[config.mk]
export PLATFORM = sky130hd
export DESIGN_NAME = rggb_serializer
export DESIGN_NICKNAME = d
export VERILOG_FILES = /design/src/rtl/rggb_pkg.sv /design/src/rtl/bayer_pos_counter.sv /design/src/rtl/rggb_serializer.sv
export SDC_FILE = /design/constraint.sdc
export NUM_CORES = 1
export LEC_CHECK = 0
export ABC_CLOCK_PERIOD_IN_PS = 3700
export BUFFER_PORTS_ARGS = -buffer_cell sky130_fd_sc_hd__buf_2
export CORE_ASPECT_RATIO = 1.75
export CORE_MARGIN = 2
export CORE_UTILIZATION = 45
export CTS_CLUSTER_SIZE = 30
export DETAILED_ROUTE_END_ITERATION = 12
export GPL_TIMING_DRIVEN = 0
export SLEW_MARGIN = 20
export SYNTH_ARGS = -nofsm -noshare
export SYNTH_HDL_FRONTEND = slang
export SYNTH_SLANG_ARGS = --single-unit
[constraint.sdc]
create_clock -name clk -period 3.7 [get_ports clk]
set_clock_uncertainty 0.05 [all_clocks]
set_input_delay 0.37 -clock clk [delete_from_list [all_inputs] [get_ports clk]]
set_output_delay 0.37 -clock clk [all_outputs]
set_load 0.02 [all_outputs]
[src/rtl/rggb_pkg.sv]
// ---------------------------------------------------------------------------
// rggb_pkg
// Shared types and helpers for the RGGB packer/serializer pair.
//   rggb_word_t : one 2x2 Bayer window in channel order {R, G1, G2, B}
//   pixel_t     : one raw 8-bit sensor pixel
//   ser_state_t : serializer buffer state
//   PAR_*       : window parity codes {row[0], col[0]}
//   bayer_select: maps (word, parity, window position) to the raw pixel
// ---------------------------------------------------------------------------
package rggb_pkg;

    typedef struct packed {
        logic [7:0] r;
        logic [7:0] g1;
        logic [7:0] g2;
        logic [7:0] b;
    } rggb_word_t;

    typedef logic [7:0] pixel_t;

    typedef enum logic {
        IDLE = 1'b0,
        EMIT = 1'b1
    } ser_state_t;

    // Window parity {row[0], col[0]}; named after the sensor colour found
    // at window position 1 for that parity.
    localparam logic [1:0] PAR_RG = 2'b00;
    localparam logic [1:0] PAR_GR = 2'b01;
    localparam logic [1:0] PAR_GB = 2'b10;
    localparam logic [1:0] PAR_BG = 2'b11;

    // Raw pixel at window position pos (0..3) for a window of parity par.
    function automatic pixel_t bayer_select(input rggb_word_t w,
                                            input logic [1:0]  par,
                                            input logic [1:0]  pos);
        pixel_t px;
        px = w.r;
        case (par)
            PAR_RG: begin
                case (pos)
                    2'd0:    px = w.r;
                    2'd1:    px = w.g1;
                    2'd2:    px = w.g2;
                    default: px = w.b;
                endcase
            end
            PAR_GR: begin
                case (pos)
                    2'd0:    px = w.g1;
                    2'd1:    px = w.r;
                    2'd2:    px = w.b;
                    default: px = w.g2;
                endcase
            end
            PAR_GB: begin
                case (pos)
                    2'd0:    px = w.g1;
                    2'd1:    px = w.b;
                    2'd2:    px = w.r;
                    default: px = w.g2;
                endcase
            end
            default: begin
                case (pos)
                    2'd0:    px = w.b;
                    2'd1:    px = w.g1;
                    2'd2:    px = w.g2;
                    default: px = w.r;
                endcase
            end
        endcase
        return px;
    endfunction

endpackage

[src/rtl/bayer_pos_counter.sv]
// ---------------------------------------------------------------------------
// bayer_pos_counter
// Row/column position of the current 2x2 window inside a frame.
// Shared between the RGGB packer and serializer.
// Ports:
//   clk, n_rst      : clock, asynchronous active-low reset
//   frame_start_i   : zeroes both counters; beats a coincident retire
//   retire_i        : current window finished, advance one window
//   next_par_o      : parity {row[0], col[0]} the counters hold after this
//                     edge; a word accepted this cycle belongs to it
//   frame_done_o    : registered pulse after the last window of a frame
// ---------------------------------------------------------------------------
module bayer_pos_counter #(
    parameter int WIDTH  = 640,
    parameter int HEIGHT = 480,
    localparam int CW    = $clog2(WIDTH),
    localparam int RW    = $clog2(HEIGHT)
) (
    input  logic       clk,
    input  logic       n_rst,
    input  logic       frame_start_i,
    input  logic       retire_i,
    output logic [1:0] next_par_o,
    output logic       frame_done_o
);

    localparam logic [CW-1:0] COL_LAST = CW'(WIDTH - 1);
    localparam logic [RW-1:0] ROW_LAST = RW'(HEIGHT - 1);

    logic [CW-1:0] col_q, col_d;
    logic [RW-1:0] row_q, row_d;
    logic          done_q, done_d;

    // NOTE: every signal written here gets a default first so that no path
    // leaves it unassigned, which would otherwise infer a latch.
    always_comb begin
        col_d  = col_q;
        row_d  = row_q;
        done_d = 1'b0;
        if (frame_start_i) begin
            col_d = '0;
            row_d = '0;
        end else if (retire_i) begin
            if (col_q == COL_LAST) begin
                col_d = '0;
                if (row_q == ROW_LAST) begin
                    row_d  = '0;
                    done_d = 1'b1;
                end else begin
                    row_d = row_q + RW'(1);
                end
            end else begin
                col_d = col_q + CW'(1);
            end
        end
    end

    // NOTE: state is updated with non-blocking assignments so every flop
    // samples the pre-edge values regardless of statement order.
    always_ff @(posedge clk or negedge n_rst) begin
        if (!n_rst) begin
            col_q  <= '0;
            row_q  <= '0;
            done_q <= 1'b0;
        end else begin
            col_q  <= col_d;
            row_q  <= row_d;
            done_q <= done_d;
        end
    end

    assign next_par_o   = {row_d[0], col_d[0]};
    assign frame_done_o = done_q;

endmodule

[src/rtl/rggb_serializer.sv]
// ---------------------------------------------------------------------------
// rggb_serializer
// Turns channel-ordered RGGB words back into raw Bayer pixel order: each
// accepted word {R, G1, G2, B} is emitted as four pixels in 2x2 window order,
// chosen by the window parity tracked internally.
// Ports:
//   clk, n_rst             : clock, asynchronous active-low reset
//   frame_start            : zeroes the window position counters
//   in_valid/in_ready      : word handshake, rggb_in = {R, G1, G2, B}
//   out_valid/out_ready    : pixel handshake
//   pixel_out, pixel_pos   : current raw pixel and its window position 0..3
//   frame_done             : pulse after the last pixel of a frame transfers
//   frame_count            : frames completed (only with RGGB_FRAME_CNT_EN)
// Build option: define RGGB_FRAME_CNT_EN to add the frame_count output.
// ---------------------------------------------------------------------------
module rggb_serializer
    import rggb_pkg::*;
#(
    parameter int WIDTH  = 640,
    parameter int HEIGHT = 480
) (
    input  logic        clk,
    input  logic        n_rst,
    input  logic        frame_start,
    input  logic        in_valid,
    output logic        in_ready,
    input  logic [31:0] rggb_in,
    output logic        out_valid,
    input  logic        out_ready,
    output logic [7:0]  pixel_out,
    output logic [1:0]  pixel_pos,
    output logic        frame_done
`ifdef RGGB_FRAME_CNT_EN
    ,
    output logic [15:0] frame_count
`endif
);

    ser_state_t state_q, state_d;
    logic [1:0] pos_q, pos_d;
    rggb_word_t word_q, word_d;
    logic [1:0] par_q, par_d;
    pixel_t     pixel_q, pixel_d;

    logic       accept;
    logic       xfer;
    logic       retire;
    logic [1:0] next_par;

    // Ready when empty, or when the last pixel leaves this cycle so the next
    // word loads with no bubble.
    assign in_ready = (state_q == IDLE) || ((pos_q == 2'd3) && out_ready);
    assign accept   = in_valid && in_ready;
    assign xfer     = out_valid && out_ready;
    assign retire   = xfer && (pos_q == 2'd3);

    bayer_pos_counter #(
        .WIDTH  (WIDTH),
        .HEIGHT (HEIGHT)
    ) u_pos_counter (
        .clk           (clk),
        .n_rst         (n_rst),
        .frame_start_i (frame_start),
        .retire_i      (retire),
        .next_par_o    (next_par),
        .frame_done_o  (frame_done)
    );

    // State register. The word buffer is cleared on reset so pixel_out
    // reads zero until the first word arrives.
    always_ff @(posedge clk or negedge n_rst) begin
        if (!n_rst) begin
            state_q <= IDLE;
            pos_q   <= 2'd0;
            word_q  <= '0;
            par_q   <= 2'b00;
            pixel_q <= '0;
        end else begin
            state_q <= state_d;
            pos_q   <= pos_d;
            word_q  <= word_d;
            par_q   <= par_d;
            pixel_q <= pixel_d;
        end
    end

    // Next state. A new word takes the parity the counters hold after this
    // edge, which already accounts for a coincident retire or frame_start.
    always_comb begin
        state_d = state_q;
        pos_d   = pos_q;
        word_d  = word_q;
        par_d   = par_q;
        if (accept) begin
            state_d = EMIT;
            pos_d   = 2'd0;
            word_d  = rggb_in;
            par_d   = next_par;
        end else if (xfer) begin
            if (pos_q == 2'd3) begin
                state_d = IDLE;
            end else begin
                pos_d = pos_q + 2'd1;
            end
        end
    end

    // Outputs: the pixel register is loaded one edge ahead from the next
    // state, and holds while stalled or idle.
    always_comb begin
        pixel_d = pixel_q;
        if ((accept || xfer) && (state_d == EMIT)) begin
            pixel_d = bayer_select(word_d, par_d, pos_d);
        end
    end

    assign out_valid = (state_q == EMIT);
    assign pixel_out = pixel_q;
    assign pixel_pos = pos_q;

`ifdef RGGB_FRAME_CNT_EN
    logic [15:0] frame_count_q;

    always_ff @(posedge clk or negedge n_rst) begin
        if (!n_rst) begin
            frame_count_q <= '0;
        end else if (frame_done) begin
            frame_count_q <= frame_count_q + 16'd1;
        end
    end

    assign frame_count = frame_count_q;
`endif

endmodule

# Word level (Yosys, flattened, before mapping)
# Cells that the tools add are included.
# op_classes
addsub	3
eq_ne	7
n_mux	24
bitwise_logic	1
n_reduce_logical	12
# ops
operator	count
$pmux W8 S3	5
$mux W9	4
$mux W32	1
$mux W10	3
$add A10 B1 Y10 const B	1
$eq A10 B10 Y1 const B	1
$add A9 B1 Y9 const B	1
$eq A9 B9 Y1 const B	1
$mux W2	4
$mux W1	7
$eq A2 B2 Y1 const B	3
$logic_and A1 B1 Y1	5
$eq A2 B1 Y1 const B	2
$logic_not A2 Y1	2
$reduce_bool A2 Y1	2
$add A2 B1 Y2 const B	1
$logic_or A1 B1 Y1	2
$reduce_and A2 Y1	1
$not A1 Y1	1
# totals
ff_bits	65
inputBits	37
out_inout_bits	13
word_cells	60

# Depth between registers and ports, before layout
# Gate-level depths: netlist of run 1.
# logic_depth
ltp_word	8
ltp_mapped	10
mapped_depth_nobuf	8

# Hierarchy
# Synthesis of run 1 repeated with hierarchy kept, for this count alone.
# unflattened
hier_cells	461
area_unflattened_um2	4252.8
# by_module_without_submodules
mod	n_inst	cells_per_inst	area_each_um2
rggb_serializer	1	342	3114.2
bayer_pos_counter	1	119	1138.6

# Worst setup path after synthesis of run 1
# OpenSTA, ideal clock, no wires.
# synth_timing
path_kind	flip-flop to flip-flop
from	reg u_pos_counter.col_q[0]
to	reg pixel_q[7], in the netlist pixel_out[7]
setup_ns	0.129
arrival_ns	2.400
setup_slack_ns	1.121
path_stages_with_launch	10
path_buffers	1
cell_sequence	dfrtp_1 -> ha_1 -> nand3_2 -> or4b_4 -> nor4b_4 -> or2_4 -> or3_1 -> buf_6 -> a211oi_2 -> a2111o_1
# synth_via
elab_chain_cells	7
elab_cells_between_ends	13
classes_between	add/sub: 1; eq/ne: 3; mux: 8; reduce/logical: 1
# synth_rtl
element	line_no	rtl
start, declared	bayer_pos_counter.sv:30	logic [CW-1:0] col_q, col_d;
start signal, assigned	bayer_pos_counter.sv:66	col_q <= col_d;
$eq A10 B10 Y1 *	bayer_pos_counter.sv:44	if (col_q == COL_LAST) begin
$mux W9 *	bayer_pos_counter.sv:44	
$mux W9 *	bayer_pos_counter.sv:43	end else if (retire_i) begin
$mux W9 *	bayer_pos_counter.sv:40	if (frame_start_i) begin
$mux W2 *	rggb_serializer.sv:94	if (accept) begin
named net par_d[1]	rggb_serializer.sv:42	logic [1:0] par_q, par_d;
$eq A2 B2 Y1 (tied with other cells)	rggb_pkg.sv:39	case (par)
$pmux W8 S3 *	rggb_pkg.sv:39	
end signal, assigned	rggb_serializer.sv:83	pixel_q <= pixel_d;
end, declared	rggb_serializer.sv:43	pixel_t pixel_q, pixel_d;
# Mark *: on every way through the listed nets, which the timed path passes. The rest lies on a longest branch. The select of a mux whose other input is x is not followed.
# A chain may end at the register's enable or synchronous reset.

# Final worst setup path of run 1
# layout_timing
from	reg pos_q[0], in the netlist pixel_pos[0]
to	reg pixel_q[1], in the netlist pixel_out[1]
# layout_via
elab_chain_cells	8
elab_cells_between_ends	31
classes_between	add/sub: 1; eq/ne: 5; mux: 17; reduce/logical: 8
# layout_rtl
element	line_no	rtl
start, declared	rggb_serializer.sv:40	logic [1:0] pos_q, pos_d;
start signal, assigned	rggb_serializer.sv:80	pos_q <= pos_d;
parallel branches: the longest is 8 deep, another holds $add A2 B1 Y2	n/a	
# Parallel ways; which one is timed is not known. The select of a mux whose other input is x is not followed.

==> impl_metrics.toml, run 1 <==
[worst_setup_path]
required_ns = 3.87
r2r_setup_slack_ns = 0.52
critPathArrivalTime_ns = 3.34
path_class = "reg -> reg"
cp_max_fo = 10
cp-start-kind = "flop"
crit_path_end_kind = "flop"

[clocking]
cts_made_buffers = 9
cts_tree = "yes"
cts-root-buf = "clkbuf_16"
clk_latency_ns = 0.33
clk_pin_slew_ns = 0.05
cts_resized = 0
htreeDepth = 3
hold_buffers = 1
post-cts-setup-buffer-count = 0
clock_sink_count = 65
clockBufferDepth = 2

[placed_design]
portBuffers = 47
gp_congestion = 0.865
dp_hpwl_um = 7540

[power]
p_int_w = 0.00216
p_sw_share_pct = 44.4
comb_power_share_pct = 52.0
total_power_w = 0.00389
p_clk_share_pct = 20.4
p_switching_w = 0.00172
pwr_density_cell_mw_per_mm2 = 851
pwr-share-seq_pct = 27.6
ir_drop_v = 0.000446
leakage_nw = 2.18

[synth]
yosysSeqAreaShare_pct = 41.9
synth.net_count = 434
syn-cell-area_mm2 = 0.00388
synth_adder_area_share_pct = 0.644
ys.flop_type = "dfrtp_1"
synth_area_per_cell_um2 = 9.83
yosysUniqueCellTypes = 62
synth_top_family_by_area = "compound AO/OA/AOI/OAI gates"
synthMuxAreaShare_pct = 8.25
synth_seq_cells = 65
synth-simple-area-share_pct = 14.7
yosys_warnings = 0
syn_inst = 395
synth_xor_area_share_pct = 1.80
synth_compound_area_share_pct = 25.7
synth_edf_count = 0
ys_async_sr_fraction_pct = 100

[detailed_routing]
vias = 3425
drc_errors = 0
firstDrtPassIters = 5
wl_per_cell_um = 18.8
drtIter0Drc = 232
viasPerCell = 5.96
postRouteAntennaNets = 0
routed_wl_um = 10800

[global_routing]
grt_pass1_vias = 3626
overflow = 0
grt_use_total_pct = 25.0
grt_antenna_before_repair = 0
grt_pass1_wl_um = 17700
grt_max_degree = 41

[die]
ios = 50
floorplan.rows = 44
die_w_um = 74.2
die_h_um = 127
coreArea_mm2 = 0.00837
initial_utilization_pct = 46.4
die-area_mm2 = 0.00942

[sta]
fmax_mhz = 315
max_slew_margin_pct = 45.8
setup_tns_ns = 0
finalCritPeriodShare_pct = 85.9
hold_violations = 0
grt_setup_unrepaired = "false"
setup_viol = 0
slew_viol_final = 0
worstMarginPinSlew_ns = 0.811
period_needed_ns = 3.18

[status]
status = "completed"

[cells_and_area]
drive_gt1_share_pct = 20.9
fill_cells = 779
area_delta_synth_final_pct = 17.7
finalNetCount = 494
n_antenna_cell = 0

[run]
cap_violations = 0

[min_path]
holdCritPathClass = "in -> reg"
cells in the mapped netlist, drive strengths merged, types with 2 or more instances:
master / n / share of area (%)
dfrtp: 65 / 42
a21oi: 39 / 5.0
inv: 35 / 3.4
mux2i: 32 / 8.2
nand2: 30 / 2.9
o21ai: 24 / 3.1
o221ai: 22 / 5.0
nor2: 14 / 1.4
clkbuf: 13 / 1.3
buf: 12 / 2.4
nand3: 10 / 1.5
a211o: 8 / 1.8
a211oi: 8 / 2.6
o31ai: 8 / 1.5
a22o: 7 / 1.6
nand2b: 7 / 1.1
and3: 5 / 0.81
xor2: 5 / 1.1
nor3b: 4 / 1.2
or3: 4 / 0.64
nand4: 3 / 1.0
o22ai: 3 / 0.48
o41ai: 3 / 1.4
or4b: 3 / 0.87
xnor2: 3 / 0.68
a21boi: 2 / 0.39
a21o: 2 / 0.39
and2: 2 / 0.32
and4: 2 / 0.45
ha: 2 / 0.64
nor4b: 2 / 1.2
state kept, by name, indices dropped and copies added (netlist names):
name,count
u_pos_counter.row_q,9
pixel_pos,2
out_valid,1
u_pos_counter.col_q,10
par_q,2
u_pos_counter.frame_done_o,1
word_q,32
pixel_out,8
final cells by class:
type / count / area [µm²] / share of cell area (%)
buffer: 25 / 141 / 3.09
clock buffer: 13 / 260 / 5.69
clock inverter: 3 / 15.0 / 0.328
inverter: 35 / 131 / 2.87
multi-input combinational: 270 / 1980 / 43.4
sequential: 65 / 1630 / 35.6
tap: 115 / 144 / 3.15
timing repair buffer: 49 / 268 / 5.86
per-layer routing:
layer	vias to the layer above	track usage (%)	wire length, µm
met1	1662	28.5	4130
met4	0	14.0	440
met3	40	4.69	609
met2	143	42.4	5640
met5	-	0	0
li1	1580	-	-
path summary, 6_finish.rpt:
check | startpoint | to | cells past startpoint
max | pixel_pos[0] | pixel_out[1] | 8
min | rggb_in[13] | word_q[13] | 3
max reg2reg | pixel_pos[0] | pixel_out[1] | 8
min reg2reg | word_q[20] | word_q[20] | 2
max in group asynchronous | n_rst | u_pos_counter.row_q[8] | 3
min in group asynchronous | n_rst | out_valid | 2
power by group through the flow:
stage / logic [W] / registers, W / clock network (W)
final: 0.00202 / 0.00107 / 0.000793
after floorplan: 0.00139 / 0.00112 / 0
after global routing: 0.00220 / 0.00110 / 0.000842
after global placement: 0.00193 / 0.00107 / 0
after CTS: 0.00198 / 0.00107 / 0.000806
after detailed placement: 0.00197 / 0.00108 / 0
cells by family (layout without fill, tap and decap cells):
family | count (synthesis) | after routing
DFF | 65 | 65
adders and majority gates | 2 | 2
AOI/OAI and AO/OA | 136 | 136
buffers and inverters | 60 | 125
and+or+nand+nor | 92 | 92
xor gates and xnor gates | 8 | 8
muxes | 32 | 32
cell usage in the layout (no fill, tap or decap), types with 3 or more instances in the layout:
master and count:
dfrtp_1 65, buf_2 50, a21oi_1 39, inv_1 35, mux2i_1 32, nand2_1 30, o21ai_0 22, o221ai_1 22
clkbuf_1 14, nor2_1 14, clkbuf_16 9, nand3_1 8, a211oi_2 8, a211o_1 8, o31ai_1 8, nand2b_1 7
a22o_1 7, and3_1 5, xor2_1 5, buf_6 4, buf_4 4, or3_1 4, xnor2_1 3, o22ai_1 3
clkinv_2 3
worst max-delay path, stage by stage, from the launching register on:
cell	delay (ns)
dfrtp_1	0.45
buf_4	0.21
xor2_1	0.16
nand2_1	0.15
a21boi_1	0.65
buf_4	0.34
clkbuf_1	0.55
a21oi_1	0.18
a211o_1	0.33
through the flow:
stage / setup WS [ns] / utilization [%] / std cells / hold slack (ns) / area (µm²)
floorplan: 1.12 / - / 395 / 0.0244 / 3880
global placement: 0.663 / 50.9 / 557 / 0.437 / 4260
detailed placement: 0.598 / 51.2 / 558 / 0.257 / 4290
CTS: 0.574 / 54.6 / 575 / 0.219 / 4570
global route: 0.361 / 54.6 / 575 / 0.244 / 4570
finish: 0.522 / 54.6 / 575 / 0.229 / 4570
(Power assumes the default switching activity.)
==> run 2, diff against run 1 <==
--- a/config.mk
+++ b/config.mk
@@ -13,6 +13,7 @@
 export CTS_CLUSTER_SIZE = 30
 export DETAILED_ROUTE_END_ITERATION = 12
 export GPL_TIMING_DRIVEN = 0
+export PLACE_DENSITY = 0.76
 export SLEW_MARGIN = 20
 export SYNTH_ARGS = -nofsm -noshare
 export SYNTH_HDL_FRONTEND = slang
==> run 2 against run 1 <==
Compared with the run above: design area is 0.33% higher; cell count is the same; first-iteration DRC count grew 23%; die area did not move; total power rose by 0.67%; worst setup slack better by 0.16 ns; via count rose by 1.3%; global-route usage shrank 1.9 points; routed wire length shrank 5.5%; sequential cell count stayed put.
==> impl_metrics.toml, run 2 (synthesized netlist as in run 1, its figures left out) <==
[power]
pwr_density_cell_mw_per_mm2 = 854
total_power_w = 0.00391
ir_drop_v = 0.000422
leakage_nw = 2.18

[min_path]
hold_depth = 3
min_from = "rggb_in[12]"
min_to = "word_q[12]"
holdCritPathClass = "in -> reg"

[sta]
worstMarginPinSlew_ns = 0.723
setup_tns_ns = 0
hold_violations = 0
fmax_mhz = 332
slew_viol_final = 0
period_needed_ns = 3.02
hold_slack_ns = 0.219
worst_slack_ns = 0.684
setup_viol = 0
finalCritPeriodShare_pct = 81.5
grt_setup_unrepaired = "false"
max_slew_margin_pct = 51.8

[detailed_routing]
drc_errors = 0
routed.top_layer = "met4"
drtIter0Drc = 285
dr_wl_met3_um = 635
vias = 3468
dr_wl_met2_um = 5400
viasPerCell = 6.03
wl_per_cell_um = 17.8
firstDrtPassIters = 5
postRouteAntennaNets = 0
wl_met1_um = 3710
routed_wl_um = 10200

[worst_setup_path]
cp-start-kind = "flop"
r2r_end = "pixel_out[5]"
crit_path_end_kind = "flop"
required_ns = 3.86
r2r_setup_slack_ns = 0.68
r2r_cells = 8
path_class = "reg -> reg"
cp_max_fo = 10
critPathArrivalTime_ns = 3.18
r2r-start = "pixel_pos[0]"

[clocking]
htreeDepth = 3
clockBufferDepth = 2
cts-root-buf = "clkbuf_16"
cts_resized = 0
cts_made_buffers = 9
post-cts-setup-buffer-count = 0
hold_buffers = 1
cts_tree = "yes"
clock_sink_count = 65
clk_latency_ns = 0.33
clk_pin_slew_ns = 0.05

[cells_and_area]
reg_top3 = "word_q: 32 flops, u_pos_counter.col_q: 10 flops, u_pos_counter.row_q: 9 flops"
design_area_mm2 = 0.00459
drive_gt1_share_pct = 20.7
mostFrequentLayoutCell = "dfrtp_1"
mostFrequentLayoutCells = "dfrtp_1 (65), buf_2 (50), a21oi_1 (39)"
finalNetCount = 494
n_antenna_cell = 0
area_delta_synth_final_pct = 18.1
fill_cells = 788
largest_reg_flops = 32
regMostFlops = "word_q"

[global_routing]
grt_max_degree = 42
grt_pass1_wl_um = 16600
overflow = 0
grt_pass1_vias = 3512
grt_antenna_before_repair = 0
grt_use_total_pct = 23.0

[placed_design]
portBuffers = 47
gp_congestion = 0.867
place_ws_ns = 0.750
dp_hpwl_um = 7410
place_area_mm2 = 0.00429

[die]
initial_utilization_pct = 46.4
ios = 50
floorplan.rows = 44
die_w_um = 74.2
coreArea_mm2 = 0.00837
die_h_um = 127
die-area_mm2 = 0.00942

[run]
cap_violations = 0

[status]
status = "completed"
-- run 2: cell count changes in the layout (fill, tap and decap cells not counted) --
cell and change:
bufinv_16 +1, clkbuf_1 +1, clkbuf_8 -1, clkinv_2 -1
-- run 2: layout make-up --
| cell class | instances | area, µm² | area share, % |
|---|---|---|---|
| Sequential cell | 65 | 1630 | 35.5 |
| Multi-Input combinational cell | 270 | 1980 | 43.3 |
| Inverter | 35 | 131 | 2.86 |
| Buffer | 25 | 141 | 3.08 |
| Tap cell | 115 | 144 | 3.14 |
| Timing Repair Buffer | 49 | 268 | 5.84 |
| Clock buffer | 13 | 250 | 5.46 |
| Clock inverter | 3 | 40.0 | 0.873 |
-- run 2: metal layers --
metal	track usage, %	vias up
li1	-	1577
met1	26.3	1688
met2	37.6	162
met3	5.80	41
met4	14.1	0
met5	0	-
-- run 2: critical path, stage by stage, from the launching register on --
cell	delay [ns]
dfrtp_1	0.47
buf_4	0.22
xor2_1	0.15
nand2_1	0.13
a21boi_1	0.58
buf_4	0.33
clkbuf_1	0.47
a21oi_1	0.15
a211o_1	0.33
-- run 2: per-stage QoR --
| step | utilization, % | std cells |
|---|---|---|
| global route | 54.8 | 575 |
| global placement | 50.9 | 557 |
| detailed placement | 51.2 | 558 |
| CTS | 54.8 | 575 |
| floorplan | - | 395 |
| finish | 54.8 | 575 |
-- run 2: worst max path at each step --
stage / start / to / slack (ns) / depth (start not counted)
global placement: pixel_pos[0] / pixel_out[3] / 0.82 / 8
detailed placement: pixel_pos[0] / pixel_out[5] / 0.75 / 8
floorplan: u_pos_counter.col_q[0] / pixel_out[7] / 1.12 / 9
finish: pixel_pos[0] / pixel_out[5] / 0.68 / 8
CTS: pixel_pos[0] / pixel_out[5] / 0.74 / 8
global route: pixel_pos[0] / pixel_out[1] / 0.51 / 8
-- run 2: power by group --
part           internal [W]  switching, W
registers          0.000960      0.000119
logic              0.000718       0.00127
clock network      0.000538      0.000306
